`config.mk`:
```
export PLATFORM = sky130hd
export DESIGN_NAME = sync_ramif_dpram_flat
export DESIGN_NICKNAME = d
export VERILOG_FILES = /design/src/rtl/sync_ramif_dpram_if.sv /design/src/rtl/sync_ramif_dpram.sv /design/src/flat_wrapper.sv
export SDC_FILE = /design/constraint.sdc
export NUM_CORES = 1
export LEC_CHECK = 0
export BUFFER_PORTS_ARGS = -buffer_cell sky130_fd_sc_hd__buf_2
export CAP_MARGIN = 20
export CORE_MARGIN = 2
export CORE_UTILIZATION = 60
export DETAILED_ROUTE_END_ITERATION = 10
export PLACE_DENSITY = 0.76
export REMOVE_ABC_BUFFERS = 1
export SKIP_LAST_GASP = 1
export SLEW_MARGIN = 20
export SYNTH_ARGS = -nofsm -noshare
export SYNTH_HDL_FRONTEND = slang
export SYNTH_SLANG_ARGS = --single-unit
```
`constraint.sdc`:
```
create_clock -name clk -period 3.5 [get_ports clk]
set_clock_uncertainty 0.2 [all_clocks]
set_input_delay 0 -clock clk [delete_from_list [all_inputs] [get_ports clk]]
set_output_delay 0 -clock clk [all_outputs]
set_load 0.005 [all_outputs]
```
`src/rtl/sync_ramif_dpram_if.sv`:
```
// Bus bundle between a FIFO's RAM-port outputs and the sync_ramif_dpram responder.
// The FIFO side uses the master modport; the RAM side uses the slave modport.
interface sync_ramif_dpram_if #(
    parameter int DSIZE = 8,
    parameter int ASIZE = 4
);
    logic [DSIZE-1:0] a_wdata;
    logic [ASIZE-1:0] a_addr;
    logic             a_rinc;
    logic             a_winc;
    logic [DSIZE-1:0] a_rdata;

    logic [DSIZE-1:0] b_wdata;
    logic [ASIZE-1:0] b_addr;
    logic             b_rinc;
    logic             b_winc;
    logic [DSIZE-1:0] b_rdata;

    modport master (
        output a_wdata, a_addr, a_rinc, a_winc,
        input  a_rdata,
        output b_wdata, b_addr, b_rinc, b_winc,
        input  b_rdata
    );

    modport slave (
        input  a_wdata, a_addr, a_rinc, a_winc,
        output a_rdata,
        input  b_wdata, b_addr, b_rinc, b_winc,
        output b_rdata
    );
endinterface

```
`src/rtl/sync_ramif_dpram.sv`:
```
// Single-clock two-port RAM responder for a FIFO, with post-reset clear and write-collision counting.
// Define SYNC_RAMIF_DPRAM_RDW_BYPASS_EN for write-first forwarding across ports; default is read-first.
module sync_ramif_dpram #(
    parameter int DSIZE = 8,
    parameter int ASIZE = 4,
    parameter int CNTW  = 8
) (
    input  logic                 clk,
    input  logic                 rst,
    sync_ramif_dpram_if.slave    bus,
    output logic                 init_done,
    output logic                 wr_collision,
    output logic [CNTW-1:0]      collision_cnt
);
    localparam int DEPTH = 2 ** ASIZE;

    typedef enum logic {
        CLEAR,
        READY
    } state_e;

    state_e           state_q, state_d;
    logic [ASIZE-1:0] clr_addr_q;
    logic             clr_we;
    logic             a_we, b_we, collide;
    logic [DSIZE-1:0] a_rd_next, b_rd_next;
    logic [DSIZE-1:0] mem [DEPTH];

    // Read strobes carry no meaning here: reads are continuous look-ahead.
    logic unused_rinc;
    assign unused_rinc = bus.a_rinc ^ bus.b_rinc;

    // NOTE: every output of this block gets a default first so no path leaves it unassigned (no latches).
    always_comb begin
        state_d = state_q;
        clr_we  = 1'b0;
        a_we    = 1'b0;
        b_we    = 1'b0;
        collide = 1'b0;
        case (state_q)
            CLEAR: begin
                clr_we = 1'b1;
                if (&clr_addr_q) state_d = READY;
            end
            READY: begin
                collide = bus.a_winc & bus.b_winc & (bus.a_addr == bus.b_addr);
                a_we    = bus.a_winc;
                b_we    = bus.b_winc & ~collide;
            end
            default: state_d = CLEAR;
        endcase
    end

    always_comb begin
        a_rd_next = mem[bus.a_addr];
        b_rd_next = mem[bus.b_addr];
`ifdef SYNC_RAMIF_DPRAM_RDW_BYPASS_EN
        if (b_we && (bus.b_addr == bus.a_addr)) a_rd_next = bus.b_wdata;
        if (a_we && (bus.a_addr == bus.b_addr)) b_rd_next = bus.a_wdata;
`endif
    end

    // NOTE: registers use non-blocking assignments so every flop samples pre-edge values.
    always_ff @(posedge clk) begin
        if (rst) begin
            state_q       <= CLEAR;
            clr_addr_q    <= '0;
            init_done     <= 1'b0;
            wr_collision  <= 1'b0;
            collision_cnt <= '0;
            bus.a_rdata   <= '0;
            bus.b_rdata   <= '0;
        end else begin
            state_q      <= state_d;
            init_done    <= (state_d == READY);
            wr_collision <= collide;
            if (clr_we) clr_addr_q <= clr_addr_q + 1'b1;
            if (collide && (collision_cnt != {CNTW{1'b1}}))
                collision_cnt <= collision_cnt + 1'b1;
            if (state_q == READY) begin
                if (!bus.a_winc) bus.a_rdata <= a_rd_next;
                if (!bus.b_winc) bus.b_rdata <= b_rd_next;
            end
        end
    end

    // NOTE: the array has no reset branch; the clear sequencer zeroes it word by word after reset.
    // A is written last so it wins on a same-address collision (b_we is also masked then).
    always_ff @(posedge clk) begin
        if (!rst) begin
            if (clr_we) mem[clr_addr_q]   <= '0;
            if (b_we)   mem[bus.b_addr]   <= bus.b_wdata;
            if (a_we)   mem[bus.a_addr]   <= bus.a_wdata;
        end
    end
endmodule
```
`src/flat_wrapper.sv`:
```
// flat-port wrapper written by rule: the top's interface ports become plain ports
module sync_ramif_dpram_flat 
#(
    parameter int DSIZE = 8,
    parameter int ASIZE = 4,
    parameter int CNTW  = 8
)
  (clk, rst, init_done, wr_collision, collision_cnt, bus_a_wdata, bus_a_addr, bus_a_rinc, bus_a_winc, bus_a_rdata, bus_b_wdata, bus_b_addr, bus_b_rinc, bus_b_winc, bus_b_rdata);
  sync_ramif_dpram_if #(.DSIZE(DSIZE), .ASIZE(ASIZE)) bus_i ();
  input  logic clk;
  input  logic rst;
  output logic init_done;
  output logic wr_collision;
  output logic [CNTW-1:0] collision_cnt;
  input wire logic [$bits(bus_i.a_wdata)-1:0] bus_a_wdata;
  input wire logic [$bits(bus_i.a_addr)-1:0] bus_a_addr;
  input wire logic [$bits(bus_i.a_rinc)-1:0] bus_a_rinc;
  input wire logic [$bits(bus_i.a_winc)-1:0] bus_a_winc;
  output wire logic [$bits(bus_i.a_rdata)-1:0] bus_a_rdata;
  input wire logic [$bits(bus_i.b_wdata)-1:0] bus_b_wdata;
  input wire logic [$bits(bus_i.b_addr)-1:0] bus_b_addr;
  input wire logic [$bits(bus_i.b_rinc)-1:0] bus_b_rinc;
  input wire logic [$bits(bus_i.b_winc)-1:0] bus_b_winc;
  output wire logic [$bits(bus_i.b_rdata)-1:0] bus_b_rdata;
  assign bus_i.a_wdata = bus_a_wdata;
  assign bus_i.a_addr = bus_a_addr;
  assign bus_i.a_rinc = bus_a_rinc;
  assign bus_i.a_winc = bus_a_winc;
  assign bus_a_rdata = bus_i.a_rdata;
  assign bus_i.b_wdata = bus_b_wdata;
  assign bus_i.b_addr = bus_b_addr;
  assign bus_i.b_rinc = bus_b_rinc;
  assign bus_i.b_winc = bus_b_winc;
  assign bus_b_rdata = bus_i.b_rdata;
  sync_ramif_dpram #(.DSIZE(DSIZE), .ASIZE(ASIZE), .CNTW(CNTW)) u_core (.clk(clk), .rst(rst), .bus(bus_i), .init_done(init_done), .wr_collision(wr_collision), .collision_cnt(collision_cnt));
endmodule
```
Word level (Yosys, flattened, before mapping)

Memories as Yosys holds them, arrays and structs flattened. A register that Yosys moved wholly into a read port is not among the register bits.
Cells that the tools add are included.

Memory bits (writable): 128
Register bits: 14
Logic and storage cells: 37
Memories: 1

Memory list:

| memory     | words | width | read ports | clocked after memory_dff | wr ports | line                   | RTL |
|---|---|---|---|---|---|---|---|
| u_core.mem | 16    | 8     | 2          | 2                        | 2        | sync_ramif_dpram.sv:27 | `logic [DSIZE-1:0] mem [DEPTH];` |

Reductions and logical operators: 5
Multiplexer cells: 17
Bitwise gates (word level): 6
Add/sub/neg operators: 2
Equality and inequality tests: 2

Operators with widths:

| operator                                                       | count |
|---|---|
| 1-bit 2-to-1 mux                                               | 15 |
| 8-bit by 1-bit adder with 8-bit output (second input constant) | 1 |
| 8-bit 2-to-1 mux                                               | 1 |
| 8-bit inequality test (second input constant)                  | 1 |
| 8-bit OR reduction                                             | 1 |
| 4-bit by 1-bit adder with 4-bit output (second input constant) | 1 |
| 4-bit equality test                                            | 1 |
| 4-bit 2-to-1 mux                                               | 1 |
| 2-bit AND reduction                                            | 2 |
| 4-bit AND reduction                                            | 1 |
| 1-bit AND                                                      | 3 |
| 1-bit NOT                                                      | 3 |
| 1-bit logical AND                                              | 1 |

Logic depth before layout (Yosys ltp)

Depth after elaboration: 10
Depth in mapped cells: 8
Gate-level depth less buffers: 6

Worst setup path before layout

OpenSTA, ideal clock, no wires.

Kind: register -> register
Start point: register, netlist name u_core.init_done
End point: memory u_core.mem[12][0], enable pin
Cell stages (with the launch flop): 7
Setup slack: 0.754 ns
Arrival time: 2.143 ns
Path through: dfxtp_1 nor2b_1 nand2_1 a21oi_2 buf_6 nand2_1 o311ai_0

RTL lines:

| element       | line |
|---|---|
| end, declared | sync_ramif_dpram.sv:27 |

==> summary.txt <==
Logic synthesis
  – Synth warn: 0
  – Post-Syn Instances: 727
  – Number of enable flip-flop cells after synthesis: 128
  – Asr flop ratio synth: 0%
  – Avg Synthesized Cell Area: about 12 um^2
  – Post-Syn Area: around 9000 um^2
  – #FFs+latches synth: 158
  – Netlist cell types: 54
  – Ys flop type: edfxtp_1
  – Post-synthesis sequential area ratio: about half

STA
  – Measured slew at the worst slew-check pin: just over 0.8 ns
  – Post-route clock period utilization: 91.0%
  – Post-route minimum period: 3.18 ns
  – Final Max Tran Viols: 0
  – Achievable Freq: 314 MHz
  – WHS: 0.0378 ns
  – Final Hold Violating Endpoints: 0
  – RSZ-0062 raised after global routing: no
  – Final setup fails: 0
  – Max-slew headroom: a little under half
  – Setup tns final: 0 ns

Clock tree
  – CTS tree: yes
  – Clock latency on the worst-skew pair: between 0.4 and 0.5 ns
  – Clock root buffer master: clkbuf_16
  – Clk sink count: 158
  – TritonCTS buffer count: 17
  – Worst-path clk slew: around 0.060 ns
  – Htree depth: 4
  – CTS Buffer Depth: 2
  – Post-cts resize count: 0

GRT
  – Total track usage: between 30% and 40%
  – Busiest grt layer: met2
  – Met2 Usage GRT: between 50% and 60%
  – Met1 Resource Use GR: 41.5%
  – Total gr overflow: 0
  – Vias in the first global route: 6586
  – Largest net degree at the start of global routing: between 40 and 50
  – First-pass GRT wire length: 38000 um
  – Routing usage on met3: 8.94%
  – Initial antenna violation count: 1

Drt
  – DR vias: about 6800
  – DR DRC count: 0
  – 1st-pass router iterations: 7
  – WL final: around 25000 um
  – Routed length per instance: around 26 um
  – DR iter-0 viols: between 800 and 900
  – Via density: 6.94
  – Post-DRT Antenna Nets: 0

Critical path
  – R2R cell count: 7
  – Crit. path cell count: 7
  – Slowest CP cell: dfxtp_1
  – Crit. End Element: register
  – CP top delay family: buffers and inverters
  – Critical path buffers and inverters: 2
  – Setup CP Type: reg -> reg
  – CP max FO: 16
  – Crit path DAT: 3.28 ns
  – Worst Path Required: 3.60 ns
  – CP peak stage delay: 0.62 ns
  – CP dominant cell by count: nand2_1
  – Startpoint Class: register
  – Worst-path cell chain: nor2b_1, nand2_1, a21oi_2, buf_4, nand2_1, o21ai_0, dlygate4sd3_1

Finish
  – Leading cell type in the layout, fill and taps excluded: edfxtp_1
  – Filler instances: 994
  – Layout Nets: 816
  – Most frequent cells in the layout: 128 x edfxtp_1, 91 x nand2_1, 68 x mux2_2
  – Layout area overhead: 13.8%
  – Area occupied by multi-input gates: 4240 um^2
  – Share of cells above drive strength 1: between 30% and 40%
  – Design area: 10300 um^2
  – Sequential cell area: 4440 um^2
  – Fin util: 70.4%

Placement
  – Dpl cell area: 9390 um^2
  – Number of buffers inserted by port buffering: 53
  – Detailed placement HPWL: 16800 um
  – RePlAce Congestion: 1.01

Job
  – Total of max-cap violations: 0

Pwr
  – Maximum VDD drop: 0.407 mV
  – Comb pwr share: 7.4%
  – Switch share: a little under a quarter
  – LEAKAGE: 3.78 nW
  – Clock power frac: a little under half
  – Sequential Power Share: 47.6%
  – Pwr dens: 419 nW/um^2
  – Sw power: slightly above 1 mW
  – Internal Power: 3.28 mW
  – Tot Pwr: 4.30 mW

Run status
  – Status: finished, final reports clean

Die
  – Die Wd: approximately 130 um
  – Total I/O pin count: 56
  – DIE AREA: between 15000 and 20000 um^2
  – Starting Density: between 60% and 70%
  – Row Count: 44
  – Die Y: 127 um
  – Core area: 14600 um^2

Hold path
  – Min-delay worst type: in -> reg
  – Worst Hold Depth: 4
state kept, by name, indices dropped and copies added (netlist names):
signal	count
u_core.bus.a_rdata	8
u_core.clr_addr_q	4
u_core.collision_cnt	8
u_core.bus.b_rdata	8
u_core.init_done	1
u_core.mem	128
u_core.wr_collision	1
what timing repair did:
item,4_1_cts,5_1_grt
endpoints found under the setup margin,0,0
hold buffers,26,0
buffers inserted,0,0
endpoints found under the hold margin,129,0
layer usage:
layer | part of all wire, % | vias up
met1 | 36 | 3354
met5 | 0 | -
met3 | 11 | 85
met2 | 48 | 460
li1 | - | 2912
met4 | 5.0 | 0
power by group through the flow:
stage,Clock (mW),Combinational [mW],Sequential (mW)
finish,1.94,0.317,2.04
global route,2.01,0.330,2.05
CTS,1.93,0.310,2.04
detailed placement,0,0.292,2.08
global placement,0,0.285,2.08
floorplan,0,0.141,2.08
Yosys cell counts (all sizes together) (5+ instances only):
| cell type | instances | area (um^2) |
|---|---|---|
| and3 | 5 | 31.3 |
| mux2 | 69 | 781 |
| a21oi | 37 | 189 |
| nand2b | 10 | 62.6 |
| clkbuf | 36 | 136 |
| and2 | 10 | 62.6 |
| nor2b | 13 | 81.3 |
| edfxtp | 128 | 3840 |
| mux4 | 64 | 1440 |
| o21ai | 69 | 353 |
| dfxtp | 30 | 601 |
| buf | 31 | 185 |
| nand2 | 91 | 342 |
| nor2 | 39 | 169 |
| xnor2 | 8 | 70.1 |
| nand3 | 9 | 50.1 |
| a22oi | 32 | 240 |
area by class of cell:
| class | count | area share (%) |
|---|---|---|
| timing repair buffer | 105 | 7.02 |
| multi-input combinational | 498 | 41.3 |
| antenna | 1 | 0.0244 |
| sequential | 158 | 43.3 |
| clock inverter | 15 | 1.79 |
| inverter | 4 | 0.146 |
| tap | 184 | 2.24 |
| clock buffer | 17 | 4.14 |
path summary, 6_finish.rpt:
check	start	endpoint	slack, ns
max	u_core.init_done	u_core.mem[11][0]	0.32
min	bus_a_addr[1]	u_core.wr_collision	0.04
max reg2reg	u_core.init_done	u_core.mem[11][0]	0.32
min reg2reg	u_core.bus.b_rdata[5]	u_core.bus.b_rdata[5]	0.29
through the flow:
stage / instances / setup WS (ns)
4_1_cts: 981 / 0.447
3_3_place_gp: 923 / 0.773
6_report: 982 / 0.316
5_1_grt: 981 / 0.204
3_5_place_dp: 923 / 0.621
2_1_floorplan: 660 / 0.212
worst min-delay path, cell delays in order:
cell,delay (ns)
buf_2,0.10
xnor2_1,0.14
and3_1,0.23
and3_1,0.15
cells by family (layout without fill, tap and decap cells):
| family | count (synthesis) | count (layout) | synth area share [%] |
|---|---|---|---|
| buffers and inverters | 71 | 141 | 3.73 |
| DFF | 158 | 158 | 49.3 |
| muxes | 137 | 137 | 25.1 |
| adders and majority gates | 2 | 2 | 0.277 |
| other | 0 | 1 | 0 |
| AOI/OAI and AO/OA | 158 | 158 | 10.5 |
| and+or+nand+nor | 192 | 192 | 10.3 |
| xor gates and xnor gates | 9 | 9 | 0.874 |
(Power assumes the default switching activity.)
